[config.mk]
export PLATFORM = sky130hd
export DESIGN_NAME = fifo_ms_drain
export DESIGN_NICKNAME = d
export VERILOG_FILES = /design/src/rtl/fifo_ms_pkg.sv /design/src/rtl/fifo_ms_drain_rr_pick.sv /design/src/rtl/fifo_ms_drain.sv
export SDC_FILE = /design/constraint.sdc
export NUM_CORES = 1
export LEC_CHECK = 0
export CAP_MARGIN = 0
export CORE_ASPECT_RATIO = 0.6
export CORE_UTILIZATION = 34
export CTS_BUF_LIST = sky130_fd_sc_hd__clkbuf_8 sky130_fd_sc_hd__clkbuf_16
export DETAILED_ROUTE_END_ITERATION = 6
export DONT_BUFFER_PORTS = 1
export GPL_TIMING_DRIVEN = 0
export MAX_ROUTING_LAYER = met4
export PLACE_DENSITY = 0.54
export SLEW_MARGIN = 15
export SYNTH_ARGS = -nofsm -noshare
export SYNTH_HDL_FRONTEND = slang
export SYNTH_SLANG_ARGS = --single-unit
[constraint.sdc]
create_clock -name ck -period 1.7 [get_ports ck]
set_input_delay 0.17 -clock ck [delete_from_list [all_inputs] [get_ports ck]]
set_output_delay 0.17 -clock ck [all_outputs]
set_load 0.005 [all_outputs]
[src/rtl/fifo_ms_pkg.sv]
// Shared definitions for the multi-stream tagged FIFO and its drain side.
// Holds the drain FSM state encoding and the tag-field geometry helpers
// used by both the FIFO write side and the drain, so that the tag position
// is defined in exactly one place.
package fifo_ms_pkg;

    // Drain FSM state encoding.
    typedef enum logic {
        IDLE  = 1'b0,
        DRAIN = 1'b1
    } state_e;

    // Width of the flux tag; a single flux still gets one tag bit.
    function automatic int unsigned tag_width(input int unsigned flux);
        return (flux <= 1) ? 1 : $clog2(flux);
    endfunction

    // Most significant bit of the tag field inside a FIFO word.
    function automatic int unsigned tag_msb(input int unsigned width);
        return width - 1;
    endfunction

    // Least significant bit of the tag field inside a FIFO word.
    function automatic int unsigned tag_lsb(input int unsigned width, input int unsigned flux);
        return width - tag_width(flux);
    endfunction

    // Payload width left once the tag is stripped.
    function automatic int unsigned payload_width(input int unsigned width, input int unsigned flux);
        return width - tag_width(flux);
    endfunction

    // Width of the grant counter.
    localparam int unsigned GRANT_CNT_W = 16;

endpackage

[src/rtl/fifo_ms_drain_rr_pick.sv]
// Combinational round-robin picker for the drain arbiter.
// Ports:
//   req     - per-flux request (flux non-empty)
//   last    - flux granted most recently; search starts just above it
//   prio_en - when set, flux FLUX-1 wins whenever it requests
//   winner  - selected flux index (valid only when any is set)
//   any     - at least one request is active
module rr_pick
    import fifo_ms_pkg::*;
#(
    parameter  int unsigned FLUX      = 2,
    localparam int unsigned TAG_WIDTH = tag_width(FLUX)
) (
    input  logic [FLUX-1:0]      req,
    input  logic [TAG_WIDTH-1:0] last,
    input  logic                 prio_en,
    output logic [TAG_WIDTH-1:0] winner,
    output logic                 any
);

    // Priority override first, then first requester at (last+k) mod FLUX.
    always_comb begin
        int unsigned idx;
        logic        found;

        winner = '0;
        any    = |req;
        found  = 1'b0;
        idx    = 0;

        if (prio_en && req[FLUX-1]) begin
            winner = TAG_WIDTH'(FLUX - 1);
            found  = 1'b1;
        end

        for (int unsigned k = 1; k <= FLUX; k++) begin
            idx = (32'(last) + k) % FLUX;
            for (int unsigned i = 0; i < FLUX; i++) begin
                if (!found && req[i] && (idx == i)) begin
                    winner = TAG_WIDTH'(i);
                    found  = 1'b1;
                end
            end
        end
    end

endmodule

[src/rtl/fifo_ms_drain.sv]
// Drain side of the multi-stream tagged FIFO.
// Grants one flux at a time (round-robin, optional FLUX-1 urgency), pulses a
// one-hot rd to pull up to BURST words from the granted flux, and registers
// each word into a valid/ready output stage with the tag replaced by the flux id.
// Ports:
//   ck, rst           - clock, asynchronous active-low reset
//   empty             - per-flux empty flags from the FIFO
//   dataout           - first-word-fall-through head of the flux selected by rd
//   rd                - one-hot read strobe (combinational, zero when idle)
//   out_valid/ready   - output handshake
//   out_data          - payload with tag stripped
//   out_flux          - flux the word came from
//   out_last          - word closes a full BURST-length grant
//   grant_cnt         - grants issued since reset, wrapping
module fifo_ms_drain
    import fifo_ms_pkg::*;
#(
    parameter  int unsigned WIDTH     = 8,
    parameter  int unsigned FLUX      = 2,
    parameter  int unsigned BURST     = 4,
    parameter  int unsigned PRIO      = 1,
    localparam int unsigned TAG_WIDTH = tag_width(FLUX),
    localparam int unsigned PAY_WIDTH = payload_width(WIDTH, FLUX)
) (
    input  logic                   ck,
    input  logic                   rst,
    input  logic [FLUX-1:0]        empty,
    input  logic [WIDTH-1:0]       dataout,
    output logic [FLUX-1:0]        rd,
    output logic                   out_valid,
    input  logic                   out_ready,
    output logic [PAY_WIDTH-1:0]   out_data,
    output logic [TAG_WIDTH-1:0]   out_flux,
    output logic                   out_last,
    output logic [GRANT_CNT_W-1:0] grant_cnt
);

    localparam int unsigned BCNT_W  = $clog2(BURST + 1);
    localparam int unsigned TAG_LSB = tag_lsb(WIDTH, FLUX);
    localparam int unsigned TAG_MSB = tag_msb(WIDTH);

    state_e                 state_q, state_d;
    logic [TAG_WIDTH-1:0]   gnt_q, gnt_d;
    logic [TAG_WIDTH-1:0]   last_gnt_q, last_gnt_d;
    logic [BCNT_W-1:0]      bcnt_q, bcnt_d;
    logic                   out_valid_d;
    logic [PAY_WIDTH-1:0]   out_data_d;
    logic [TAG_WIDTH-1:0]   out_flux_d;
    logic                   out_last_d;
    logic [GRANT_CNT_W-1:0] grant_cnt_d;

    logic                   can_load_c;
    logic                   gnt_empty_c;
    logic                   rd_en_c;
    logic                   burst_end_c;
    logic [TAG_WIDTH-1:0]   pick_winner;
    logic                   pick_any;
    logic                   tag_unused;

    // Tag bits are not cross-checked against the grant.
    assign tag_unused = ^dataout[TAG_MSB:TAG_LSB];

    // Arbitration among non-empty fluxes.
    rr_pick #(
        .FLUX (FLUX)
    ) u_pick (
        .req     (~empty),
        .last    (last_gnt_q),
        .prio_en (PRIO != 0),
        .winner  (pick_winner),
        .any     (pick_any)
    );

    // Read strobe, next-state and output-stage next values.
    always_comb begin
        state_d     = state_q;
        gnt_d       = gnt_q;
        last_gnt_d  = last_gnt_q;
        bcnt_d      = bcnt_q;
        out_valid_d = out_valid;
        out_data_d  = out_data;
        out_flux_d  = out_flux;
        out_last_d  = out_last;
        grant_cnt_d = grant_cnt;
        gnt_empty_c = 1'b0;
        rd          = '0;

        for (int unsigned i = 0; i < FLUX; i++) begin
            if (gnt_q == TAG_WIDTH'(i)) begin
                gnt_empty_c = empty[i];
            end
        end

        // A read may happen only when the output slot is free or draining now.
        can_load_c  = !out_valid || out_ready;
        rd_en_c     = (state_q == DRAIN) && can_load_c && !gnt_empty_c;
        burst_end_c = (bcnt_q == BCNT_W'(BURST - 1));

        for (int unsigned i = 0; i < FLUX; i++) begin
            rd[i] = rd_en_c && (gnt_q == TAG_WIDTH'(i));
        end

        case (state_q)
            IDLE: begin
                if (pick_any) begin
                    state_d     = DRAIN;
                    gnt_d       = pick_winner;
                    last_gnt_d  = pick_winner;
                    bcnt_d      = '0;
                    grant_cnt_d = grant_cnt + GRANT_CNT_W'(1);
                end
            end
            DRAIN: begin
                if (rd_en_c) begin
                    bcnt_d = bcnt_q + BCNT_W'(1);
                    if (burst_end_c) begin
                        state_d = IDLE;
                    end
                end else if (gnt_empty_c) begin
                    // Flux ran dry before the burst completed.
                    state_d = IDLE;
                end
            end
            default: state_d = IDLE;
        endcase

        // Load beats clear, so a simultaneous handshake keeps out_valid high.
        if (rd_en_c) begin
            out_valid_d = 1'b1;
            out_data_d  = dataout[PAY_WIDTH-1:0];
            out_flux_d  = gnt_q;
            out_last_d  = burst_end_c;
        end else if (out_ready) begin
            out_valid_d = 1'b0;
        end
    end

    // All state and registered outputs.
    always_ff @(posedge ck or negedge rst) begin
        if (!rst) begin
            state_q    <= IDLE;
            gnt_q      <= '0;
            last_gnt_q <= TAG_WIDTH'(FLUX - 1);
            bcnt_q     <= '0;
            out_valid  <= 1'b0;
            out_data   <= '0;
            out_flux   <= '0;
            out_last   <= 1'b0;
            grant_cnt  <= '0;
        end else begin
            state_q    <= state_d;
            gnt_q      <= gnt_d;
            last_gnt_q <= last_gnt_d;
            bcnt_q     <= bcnt_d;
            out_valid  <= out_valid_d;
            out_data   <= out_data_d;
            out_flux   <= out_flux_d;
            out_last   <= out_last_d;
            grant_cnt  <= grant_cnt_d;
        end
    end

endmodule

## Word level (Yosys, flattened, before mapping)

Index checks and enable logic that the tools add are counted.

| storage, ports and cells | value |
|---|---|
| flip-flop bits (word level) | 32 |
| output and inout bits | 28 |

| cells by class | value |
|---|---|
| $add $sub $neg | 4 |
| equality and inequality tests | 3 |
| muxes and demuxes | 19 |
| bitwise gates (word level) | 3 |
| reductions and logical operators | 25 |

Operators with widths:

| cell | count |
|---|---|
| 32-bit logical NOT | 2 |
| 16-bit by 1-bit adder with 16-bit output, second input constant | 1 |
| 1-bit two-way mux | 15 |
| 1-bit logical AND | 12 |
| 1-bit logical NOT | 6 |
| 3-bit two-way mux | 2 |
| 3-bit one-hot mux with 2 select lines | 1 |
| 2-bit AND reduction | 2 |
| 3-bit by 1-bit adder with 3-bit output, second input constant | 1 |
| 3-bit by 2-bit == test with 1-bit output, second input constant | 1 |
| 1-bit adder, second input constant | 2 |
| 2-bit by 1-bit inequality test with 1-bit output, second input constant | 1 |
| 2-bit inequality test, second input constant | 1 |
| 1-bit NOT | 2 |
| 2-bit NOT | 1 |
| 1-bit one-hot mux with 2 select lines | 1 |
| 2-bit nonzero test | 1 |
| 2-bit OR reduction | 1 |
| 1-bit logical OR | 1 |

## Logic depth before layout (Yosys ltp)

| logic depth | value |
|---|---|
| depth in word-level cells | 18 |
| depth in mapped cells | 6 |

## Modules after synthesis

From an unflattened synthesis, not the netlist that was laid out.

| unflattened totals | value |
|---|---|
| cell total of the unflattened synthesis | 117 |
| area, all modules | 1431.4 µm² |

By module, submodules not included:

| module | instances | cells each | area an instance (µm²) |
|---|---|---|---|
| fifo_ms_drain | 1 | 113 | 1411.4 |
| rr_pick | 1 | 4 | 20.0 |

## Least setup slack after synthesis

OpenSTA, ideal clock, no wires.

| timing | value |
|---|---|
| kind | flip-flop to flip-flop |
| start | register state_q |
| end | register grant_cnt[14] |
| setup time | 0.079 ns |
| arrival time | 1.510 ns |
| required time | 1.621 ns |
| setup slack | 0.111 ns |
| stages on the path, launching flop included | 7 |
| clock period less this slack | 1.589 ns |
| path through | dfrtp_1 > buf_6 > a21o_1 > buf_6 > or4_4 > nor2_2 > xor2_1 |

| between the ends | value |
|---|---|
| word-level cells in the longest chain between the ends | 2 |

Ends and longest elaborated chain:

| element | RTL line | source |
|---|---|---|
| start, declared | fifo_ms_drain.sv:42 | `state_e state_q, state_d;` |
| start signal, assigned | fifo_ms_drain.sv:151 | `state_q <= state_d;` |
| 1-bit NOT | -- |  |
| 2-bit AND reduction (no line) | -- |  |
| end signal, assigned | fifo_ms_drain.sv:159 | `grant_cnt <= grant_cnt_d;` |
| end, declared | fifo_ms_drain.sv:35 | `output logic [GRANT_CNT_W-1:0] grant_cnt` |

No other way between the ends.
A chain may end at the register's enable or synchronous reset.

## Worst setup path in the final report

| timing | value |
|---|---|
| start | register grant_cnt[0] |
| end | register grant_cnt[14] |

| between the ends | value |
|---|---|
| word-level cells in the longest chain between the ends | 1 |

Ends and longest elaborated chain:

| element | RTL line | source |
|---|---|---|
| 16-bit by 1-bit adder with 16-bit output | fifo_ms_drain.sv:110 | `grant_cnt_d = grant_cnt + GRANT_CNT_W'(1);` |

No other way between the ends.

==> metrics.cfg <==
[outcome]
status=complete, no violations

[route]
wl_per_cell_um=15.0
drtAntennaViolNets=0
first_pass_iters=2
route.detailed.drc=0
vias=848
viasPerCell=4.87
drt_iter0_markers=40
routed_wl_mm=2.61

[critical_path]
crit_fanout=6
reg2reg_slack_ns=0.03
crit_arrival_ns=1.85
worst_setup_path_start_kind=register
critPathRequiredTime_ns=1.89
crit_path_end_kind=register
worstSetupPathType=register to register

[place]
portBuffers=0
post-dp-hpwl_mm=1.86
gp_congestion=0.737
place_inst=161

[layout]
fill_cells=356
n_antenna_cell=0
syn_to_final_growth_pct=19.8
final_core_util=0.431
final_cell_mix=27 x dfrtp_1, 15 x nand2_1, 9 x xnor2_1
final_nets=143
seq_area_sq_um=781
mostFrequentLayoutCell=dfrtp_1
multi_input_area_sq_um=566
layout-drive-gt1-share=0.268
fin_cells=174

[clocking]
clk_latency_ns=0.27
clock_path_buffers=2
cts_sinks=31
numCtsBuffers=5
clkTransAtPathRegs_ns=0.06
cts_tree=yes
h-tree-depth=2
cts-root-buf=clkbuf_8

[sta]
drv_slew=0
tightest_slew_ns=0.383
min_period_over_period=0.980
slew_headroom=0.745
timing.fmax_mhz=600
hold_viol_final=0
holdWs_ns=0.0410
setup-tns-final_ns=0
min_period_ns=1.67
setup_viol=0
fin_skew_ns=0.00288

[global_route]
track_usage=0.145
grt_pass1_vias=887
antenna_found_initial=0
grt_max_degree=32
grt_pass1_wl_mm=4.27
grt_remaining_overflow=0

[power_and_ir_drop]
irDropWorstVdd_mv=0.497
power_leakage_uw=0.000704
power_uw=2480
p_per_area_nw_per_um2=1550

[logic_synthesis]
syn_nets=130
synth_warnings=0
syn_area_per_cell_sq_um=11.7
synth_cells=114
synth_area_sq_um=1330
ys_seq_area_frac=0.582
ys_seq_elements=31
synthArstFlopShare=1.00
synth_edf_count=0
ys.flop_type=dfrtp_1
post_synth_num_cell_types=22

[floorplan]
num_rows=17
dieArea_sq_um=4180
fp.coreArea_sq_um=3700
die_w_um=82.8
die_h_um=50.5
start_util=0.360
io_pins=41

[job]
maxCapViolCount=0

[hold_path]
hold_class=input port to register

[sequential cells by signal, summed over array words and instances, names as in the netlist]
| register | flops |
|---|---|
| out_flux | 1 |
| bcnt_q | 3 |
| out_valid | 1 |
| state_q | 1 |
| out_data | 7 |
| out_last | 1 |
| grant_cnt | 16 |
| gnt_q | 1 |
[cell families (layout without fill, tap and decap cells)]
| kind of cell | Yosys count | after routing | share of synthesized area |
|---|---|---|---|
| mux | 9 | 9 | 0.0751 |
| flops | 31 | 31 | 0.582 |
| buf+inv | 8 | 21 | 0.0347 |
| simple gates | 40 | 40 | 0.147 |
| fa+ha+maj | 3 | 3 | 0.0282 |
| xor+xnor | 15 | 15 | 0.0986 |
| compound gates | 8 | 8 | 0.0338 |
[metrics by stage]
| step | instance area [sq um] | worst slack [ns] |
|---|---|---|
| floorplan | 1330 | 0.111 |
| global placement | 1390 | -0.0450 |
| detailed placement | 1390 | -0.0470 |
| CTS | 1570 | 0.00578 |
| global route | 1600 | -0.0387 |
| finish | 1600 | 0.0335 |
[power by group]
| part | internal [uW] | switching (uW) |
|---|---|---|
| registers | 992 | 266 |
| logic | 343 | 308 |
| clock network | 317 | 252 |
[worst max-delay path, cell delays in order (launching register included)]
cell	delay, ns
dfrtp_2	0.44
ha_2	0.22
inv_1	0.04
or4_4	0.56
nor2_4	0.13
xor2_1	0.19
[Yosys cell counts, types with 2 or more instances]
cell / count / area share
dfrtp_1: 31 / 0.58
nand2_1: 15 / 0.042
xnor2_1: 9 / 0.059
mux2_2: 8 / 0.068
nand3_1: 7 / 0.026
xor2_1: 6 / 0.039
inv_1: 5 / 0.014
nand4_1: 5 / 0.023
o21ai_0: 5 / 0.019
nor3_1: 4 / 0.015
ha_1: 3 / 0.028
nor2_1: 3 / 0.0085
a21o_1: 2 / 0.011
buf_6: 2 / 0.017
nor2_2: 2 / 0.0094
[cell type report]
class | count | share of cell area
Clock inverter | 1 | 0.00313
Timing Repair Buffer | 9 | 0.0533
Inverter | 5 | 0.0118
Clock buffer | 6 | 0.0517
Sequential cell | 31 | 0.489
Tap cell | 47 | 0.0368
Multi-Input combinational cell | 75 | 0.354
[per-layer routing]
layer / GRT usage / up-vias / wire (um)
met3: 0.0559 / 5 / 164
met1: 0.172 / 415 / 1190
met5: - / - / 0
met4: 0.0776 / 0 / 40
met2: 0.217 / 19 / 1210
li1: - / 409 / -
[worst paths after layout]
kind | from | to | cells past startpoint
min | empty[0] | gnt_q$_DFFE_PN0P_ | 2
min in group asynchronous | rst | grant_cnt[0]$_DFFE_PN0P_ | 2
max | grant_cnt[0]$_DFFE_PN0P_ | grant_cnt[14]$_DFFE_PN0P_ | 5
max in group asynchronous | rst | gnt_q$_DFFE_PN0P_ | 2
min reg2reg | grant_cnt[15]$_DFFE_PN0P_ | grant_cnt[15]$_DFFE_PN0P_ | 1
max reg2reg | grant_cnt[0]$_DFFE_PN0P_ | grant_cnt[14]$_DFFE_PN0P_ | 5
[timing repair]
action                                  4_1_cts  5_1_grt
endpoints found under the setup margin        7        7
gates cloned                                  0        0
resized for setup                            10        4
hold buffers                                  3        0
pin swaps                                     2        1
setup buffers                                 3        3
endpoints found under the hold margin        32        0
No activity file was read; power rests on OpenSTA's default activity.
